$ cat config.mk
export PLATFORM = sky130hd
export DESIGN_NAME = norm_div_stage
export DESIGN_NICKNAME = d
export VERILOG_FILES = /design/src/rtl/norm_div_stage.sv
export SDC_FILE = /design/constraint.sdc
export NUM_CORES = 1
export LEC_CHECK = 0
export ABC_AREA = 0
export CORE_ASPECT_RATIO = 1.1
export CORE_UTILIZATION = 40
export CTS_CLUSTER_SIZE = 20
export DETAILED_ROUTE_END_ITERATION = 8
export SETUP_SLACK_MARGIN = 0.02
export SLEW_MARGIN = 10
export SYNTH_ARGS = -nofsm -noshare
export SYNTH_HDL_FRONTEND = slang
export SYNTH_SLANG_ARGS = --single-unit
$ cat constraint.sdc
create_clock -name clk -period 14.8 [get_ports clk]
set_clock_uncertainty 0.1 [all_clocks]
set_input_delay 2.22 -clock clk [delete_from_list [all_inputs] [get_ports clk]]
set_output_delay 2.22 -clock clk [all_outputs]
set_load 0.01 [all_outputs]
$ cat src/rtl/norm_div_stage.sv
// Normalizes one core's signed psum lanes by (own_sum + peer_sum), scaled by 2^FRAC,
// using a single restoring divider shared across all lanes (one quotient bit per cycle).
module norm_div_stage #(
    parameter int unsigned col     = 8,
    parameter int unsigned bw_psum = 20,
    parameter int unsigned bw_sum  = 24,
    parameter int unsigned bw_out  = 8,
    parameter int unsigned FRAC    = 7
) (
    input  logic                    clk,
    input  logic                    reset,
    input  logic [col*bw_psum-1:0]  in_data,
    input  logic [bw_sum-1:0]       sum_own,
    input  logic [bw_sum-1:0]       sum_peer,
    input  logic                    in_valid,
    output logic                    in_ready,
    output logic [col*bw_out-1:0]   out_data,
    output logic                    out_valid,
    input  logic                    out_ready,
    output logic                    busy
);

    localparam int unsigned DW   = bw_psum + FRAC;
    localparam int unsigned TW   = bw_sum + 1;
    localparam int unsigned RW   = TW + 1;
    localparam int unsigned LW   = (col > 1) ? $clog2(col) : 1;
    localparam int unsigned IW   = $clog2(DW);
    localparam int unsigned MAXQ = (1 << (bw_out - 1)) - 1;

    typedef enum logic [1:0] {
        IDLE = 2'd0,
        DIV  = 2'd1,
        DONE = 2'd2
    } state_t;

    state_t                  state_q, state_d;
    logic                    in_ready_q, in_ready_d;
    logic                    out_valid_q, out_valid_d;
    logic                    busy_q, busy_d;
    logic [col*bw_out-1:0]   out_data_q, out_data_d;
    logic [col*bw_psum-1:0]  data_q, data_d;
    logic [TW-1:0]           total_q, total_d;
    logic [LW-1:0]           lane_q, lane_d;
    logic [IW-1:0]           iter_q, iter_d;
    logic [TW-1:0]           rem_q, rem_d;
    logic [DW-1:0]           quot_q, quot_d;

    // Datapath for the current lane / current quotient bit
    logic [bw_psum-1:0]      lane_x;
    logic                    lane_neg;
    logic [bw_psum-1:0]      lane_mag;
    logic [DW-1:0]           dividend;
    logic [TW-1:0]           rem_in;
    logic [DW-1:0]           quot_in;
    logic [RW-1:0]           rem_shift;
    logic [RW-1:0]           rem_next;
    logic                    q_bit;
    logic [DW-1:0]           quot_next;
    logic [bw_out-1:0]       q_clamped;
    logic [bw_out-1:0]       lane_res;

    always_comb begin
        lane_x    = data_q[32'(lane_q) * bw_psum +: bw_psum];
        lane_neg  = lane_x[bw_psum-1];
        lane_mag  = lane_neg ? (~lane_x + bw_psum'(1)) : lane_x;
        dividend  = {lane_mag, {FRAC{1'b0}}};

        // First iteration of each lane starts from a clean remainder/quotient
        rem_in    = (iter_q == '0) ? '0 : rem_q;
        quot_in   = (iter_q == '0) ? '0 : quot_q;
        rem_shift = {rem_in, dividend[IW'(DW - 1) - iter_q]};

        if (rem_shift >= RW'(total_q)) begin
            rem_next = rem_shift - RW'(total_q);
            q_bit    = 1'b1;
        end else begin
            rem_next = rem_shift;
            q_bit    = 1'b0;
        end
        quot_next = DW'({quot_in, q_bit});

        if ((total_q == '0) || (quot_next > DW'(MAXQ))) begin
            q_clamped = bw_out'(MAXQ);
        end else begin
            q_clamped = quot_next[bw_out-1:0];
        end

        if (lane_x == '0) begin
            lane_res = '0;
        end else if (lane_neg) begin
            lane_res = bw_out'(0) - q_clamped;
        end else begin
            lane_res = q_clamped;
        end
    end

    // Next-state and register updates
    always_comb begin
        state_d    = state_q;
        out_data_d = out_data_q;
        data_d     = data_q;
        total_d    = total_q;
        lane_d     = lane_q;
        iter_d     = iter_q;
        rem_d      = rem_q;
        quot_d     = quot_q;

        case (state_q)
            IDLE: begin
                if (in_valid) begin
                    data_d  = in_data;
                    total_d = TW'(sum_own) + TW'(sum_peer);
                    lane_d  = '0;
                    iter_d  = '0;
                    state_d = DIV;
                end
            end
            DIV: begin
                rem_d  = TW'(rem_next);
                quot_d = quot_next;
                if (iter_q == IW'(DW - 1)) begin
                    out_data_d[32'(lane_q) * bw_out +: bw_out] = lane_res;
                    iter_d = '0;
                    if (lane_q == LW'(col - 1)) begin
                        lane_d  = '0;
                        state_d = DONE;
                    end else begin
                        lane_d = lane_q + LW'(1);
                    end
                end else begin
                    iter_d = iter_q + IW'(1);
                end
            end
            DONE: begin
                if (out_ready) begin
                    state_d = IDLE;
                end
            end
            default: begin
                state_d = IDLE;
            end
        endcase

        in_ready_d  = (state_d == IDLE);
        busy_d      = (state_d == DIV);
        out_valid_d = (state_d == DONE);
    end

    always_ff @(posedge clk) begin
        if (!reset) begin
            state_q     <= IDLE;
            in_ready_q  <= 1'b1;
            out_valid_q <= 1'b0;
            busy_q      <= 1'b0;
            out_data_q  <= '0;
            data_q      <= '0;
            total_q     <= '0;
            lane_q      <= '0;
            iter_q      <= '0;
            rem_q       <= '0;
            quot_q      <= '0;
        end else begin
            state_q     <= state_d;
            in_ready_q  <= in_ready_d;
            out_valid_q <= out_valid_d;
            busy_q      <= busy_d;
            out_data_q  <= out_data_d;
            data_q      <= data_d;
            total_q     <= total_d;
            lane_q      <= lane_d;
            iter_q      <= iter_d;
            rem_q       <= rem_d;
            quot_q      <= quot_d;
        end
    end

    assign in_ready  = in_ready_q;
    assign out_valid = out_valid_q;
    assign busy      = busy_q;
    assign out_data  = out_data_q;

endmodule

Word level (Yosys, flattened, before mapping)
Cells that the tools add are included.
Word-level totals
  word-level logic and storage cells: 69
  register bits after elaboration: 313
Operators by class
  eq/ne operators: 8
  bitwise operators: 1
  muxes and demuxes: 23
  $add $sub $neg: 8
  shift-type cells: 3
  reductions and logical operators: 11
  multiply operators: 1
  order comparisons: 3
Operators by type and width (number)
  $shiftx A160 B9 Y20: 1
  $bwmux W64: 1
  $shift A8 B34 Y64 const A: 1
  $shiftx A8 B34 Y64: 1
  $mux W25: 2
  $neg A6 Y34: 1
  $gt A27 B7 Y1 const B: 1
  $ge A26 B25 Y1: 1
  $mux W26: 1
  $add A24 B24 Y25: 1
  $logic_not A25 Y1: 1
  $sub A25 B25 Y25: 1
  $mux W8: 3
  $add A20 B1 Y20 const B: 1
  $logic_not A20 Y1: 1
  $mux W20: 1
  $not A20 Y20: 1
  $mux W5: 2
  $pmux W5 S2: 1
  $mux W3: 3
  $mux W2: 4
  $sub A1 B8 Y8 const A: 1
  $lt A5 B6 Y1 const B: 1
  $mul A3 B3 Y6 const B: 1
  other kinds (18): 25

Longest topological paths before layout
  word-level depth: 17
  depth in mapped cells: 32
  gate-level depth less buffers: 29

Worst setup path after synthesis
Ideal clock, no wire load.
  path kind: register to register
  from: register lane_q[0]
  to: register out_data_q[14] (netlist: out_data[14])
  path slack: 8.196 ns
  path buffers: 4
  stages on the path, launching flop included: 31
  arrival time: 6.439 ns
  path through: dfxtp_1 > buf_6 > buf_6 > buf_4 > buf_1 > mux4_2 > ha_1 > nand3_1 > mux2_2 > a211oi_1 > a211o_1 > o211a_2 > nand3_1 > ha_1 > fa_1 > nand2b_1 > a21oi_1 > a2111oi_2 > o31ai_1 > a2bb2oi_1 > a21o_1 > nand4_1 > a21oi_1 > ha_1 > o21ai_0 > o41ai_1 > a22oi_1 > o21a_1 > nor3_1 > mux2i_1 > nor2_1
On the way
  longest elaborated chain between the ends: 17
  elaborated cells between the ends (all ways): 20
RTL lines
  from (decl): line 43  | logic [LW-1:0] lane_q, lane_d;
  from (signal assigned): line 170  | lane_q <= lane_d;
  $mul A3 B3 Y6: line 63  | lane_x = data_q[32'(lane_q) * bw_psum +: bw_psum];
  $shiftx A160 B9 Y20: line 63
  $not A20 Y20: line 65  | lane_mag = lane_neg ? (~lane_x + bw_psum'(1)) : lane_x;
  $add A20 B1 Y20: line 65
  $mux W20: line 65
  $bmux W1 S5: line 71  | rem_shift = {rem_in, dividend[IW'(DW - 1) - iter_q]};
  $mux W1 (not written as such): line 71
  $ge A26 B25 Y1: line 73  | if (rem_shift >= RW'(total_q)) begin
  $mux W1: line 73
  $gt A27 B7 Y1: line 82  | if ((total_q == '0) || (quot_next > DW'(MAXQ))) begin
  $logic_or A1 B1 Y1: line 82
  $mux W8: line 82
  $sub A1 B8 Y8: line 91  | lane_res = bw_out'(0) - q_clamped;
  $mux W8: line 90  | end else if (lane_neg) begin
  $mux W8: line 88  | if (lane_x == '0) begin
  $shiftx A8 B34 Y64: line 122  | out_data_d[32'(lane_q) * bw_out +: bw_out] = lane_res;
  $bwmux W64 *: line 122
  to (signal assigned): line 167  | out_data_q <= out_data_d;
  to (decl): line 40  | logic [col*bw_out-1:0] out_data_q, out_data_d;
Mark *: on every way between the ends. The rest lies on a longest branch, timed or not. The select of a mux whose other input is x is not followed.
A chain may end at the register's enable or synchronous reset.

Worst setup path after layout
  from: register lane_q[0]
  to: register out_data_q[30] (netlist: out_data[30])
Same word-level chain as after synthesis.

==> results.toml <==
[outcome]
status = "finished, final reports clean"

[pwr]
peakVddDrop_v = 0.0000558
p_leak_nw = 7.74
p_per_area_mw_per_mm2 = 104

[critical_path]
worstSetupEndpointType = "flop"
critPathLaunchType = "flop"
critPathArrivalTime_ns = 8.57
cpMostUsedCell = "a21oi_1"
r2r_cells = 27
r2r-end = "out_data[30]$_SDFFE_PN0P_"
r2r_slack_ns = 6.58
slowest_stage = "a21oi_1"
worstReg2RegStart = "lane_q[0]$_SDFFE_PN0P_"
cp_slowest_stage_delay_ns = 0.62
required_ns = 15.15
critical_path_class = "flop to flop"
crit_fanout = 33

[sta]
min_period_over_period_pct = 55.5
grt_setup_unrepaired = "false"
hold_violations = 0
finalSetupTns_ns = 0
period_needed_ns = 8.22
setup_viol = 0
finalHoldWorstSlack_ns = 0.352
worst_slew_pin_slew_ns = 1.04
slew_viol_final = 0
max_freq_mhz = 122
relSlewSlack_pct = 29.0

[cts]
clock_path_buffers = 3
hold_buffers = 0
ctsResizeCount = 0
cts_buffers = 35
post_cts_buffers = 0
h-tree-depth = 2
insertion_delay_ns = 0.52
cts_tree = "yes"
clock_sinks = 313
clk_pin_slew_ns = 0.06
root_buffer = "clkbuf_16"

[global_route]
grt_max_degree = 107
grt_pass1_vias = 15000
antenna_found_initial = 0
overflow = 0
track_usage_pct = 24.0
grt_pass1_wl_um = 81000

[synth]
synth-async-reset-ratio_pct = 0
synth.area.top_cells = "dfxtp_1 38%, nand2_1 11%, a21oi_1 8.8%"
synth_ff_type = "dfxtp_1"
synth-edff-count = 0
synthCells = 2094
syn_area_per_cell_um2 = 7.91
synth_fp_nets = 2366
ys_ff_latch = 313
synth_cell_type_count = 81
synth_top_area_share_pct = 37.8
seq_area_frac_synth_pct = 37.8
netlist_area_mm2 = 0.0166
yosys_warnings = 0
synth_top_area_cell = "dfxtp_1"

[place]
place_hpwl_um = 37800
place_congestion = 0.884
io_buffers = 278

[floorplan]
initial_utilization_pct = 40.9
die_area_mm2 = 0.0422
fp.dieW_um = 196
fp.dieH_um = 215
fp-row-count = 77
core_area_mm2 = 0.0405
pin_count = 279

[worst_hold_path]
min-delay-start = "data_q[57]$_SDFFE_PN0P_"
hold_end = "data_q[57]$_SDFFE_PN0P_"
min_path_type = "flop to flop"
whs_path_depth = 2

[route]
drc = 0
wl_um = 51400
drt-initial-drc-count = 960
drt-vias-per-instance = 5.51
final_antenna_net_count = 0
drt_pass1_iterations = 5
post_drt_wl_per_cell_um = 18.2
via_count = 15500

[finish]
final_common_cell = "nand2_1"
drive_gt1_share_pct = 5.78
nNetsFinal = 2551
final_cell_mix = "481 x nand2_1, 311 x dfxtp_1, 291 x a21oi_1, 278 x clkdlybuf4s50_1, 143 x nor2_1"
synthToLayoutAreaGrowth_pct = 24.3

[flow_run]
max-cap-violations = 0
## cell usage after synthesis (all sizes together), types with 17 or more instances
master / count
or3: 24
nor2: 144
dfxtp: 313
o21ai: 44
a21o: 17
clkbuf: 111
ha: 58
nand3: 63
and2: 33
a21oi: 291
mux4: 30
nor3: 32
a211oi: 30
nand2: 483
inv: 49
xnor2: 29
mux2i: 60
buf: 32
## metal layers
layer	GRT usage (%)	wire length, um	vias to the layer above
met2	42.2	25400	402
met4	7.68	1470	0
met1	30.1	22300	7303
li1	-	-	7722
met3	3.25	2150	79
met5	0	0	-
## where the power goes
part / total (mW) / internal, mW / leakage [nW] / switching, mW
clock: 0.819 / 0.477 / 0.527 / 0.342
sequential: 0.914 / 0.883 / 2.56 / 0.0303
combinational: 0.404 / 0.175 / 4.66 / 0.230
## critical path: cells and delay by family (launching register included)
kind | cells | cell delay (ns)
AND/OR/NAND/NOR | 7 | 1.88
multiplexers | 3 | 1.21
flip-flops | 1 | 0.56
adder cells (fa/ha/maj) | 3 | 0.63
AO/OA/AOI/OAI | 13 | 3.22
buffers and inverters | 1 | 0.52
## worst max-delay path by stage
stage | from | to | depth (start not counted)
5_1_grt | lane_q[0]$_SDFFE_PN0P_ | out_data[46]$_SDFFE_PN0P_ | 27
6_report | lane_q[0]$_SDFFE_PN0P_ | out_data[30]$_SDFFE_PN0P_ | 27
3_3_place_gp | lane_q[0]$_SDFFE_PN0P_ | out_data[46]$_SDFFE_PN0P_ | 27
4_1_cts | lane_q[0]$_SDFFE_PN0P_ | out_data[30]$_SDFFE_PN0P_ | 27
2_1_floorplan | lane_q[0]$_SDFFE_PN0P_ | out_data[14]$_SDFFE_PN0P_ | 30
3_5_place_dp | lane_q[0]$_SDFFE_PN0P_ | out_data[30]$_SDFFE_PN0P_ | 27
## cell type report
type                       instances  area [um2]
sequential                       313        6270
timing repair buffer             291        2880
inverter                          50         195
clock inverter                    11        86.3
tap                              513         642
clock buffer                      48         975
fill                            3934       19900
multi-input combinational       1588        9540
antenna                            1        2.50
## flip-flops by register name, summed over array words and instances (netlist names), 2 cells and up
signal,flops
lane_q,3
state_q,2
iter_q,5
data_q,160
rem_q,25
total_q,25
quot_q,26
out_data,64
## stage by stage
stage | total power [mW] | setup slack (ns) | cells | utilization (%) | instance area [um2]
after floorplan | 1.19 | 8.20 | 2094 | - | 16600
after global placement | 1.33 | 7.09 | 2755 | 48.3 | 19500
after detailed placement | 1.33 | 6.69 | 2755 | 48.3 | 19500
after CTS | 2.16 | 6.67 | 2814 | 50.9 | 20600
after global routing | 2.24 | 5.65 | 2814 | 50.9 | 20600
final | 2.14 | 6.58 | 2815 | 50.9 | 20600
## cells by family after synthesis
group                      Yosys count  synth area share [%]
adders and majority gates           60                  4.62
DFF                                313                  37.8
and+or+nand+nor                    874                  23.1
muxes                               98                  8.27
xor gates and xnor gates            42                  2.22
AOI/OAI and AO/OA                  514                  19.2
buffers and inverters              193                  4.71
Power figures use the tool's default switching activity.
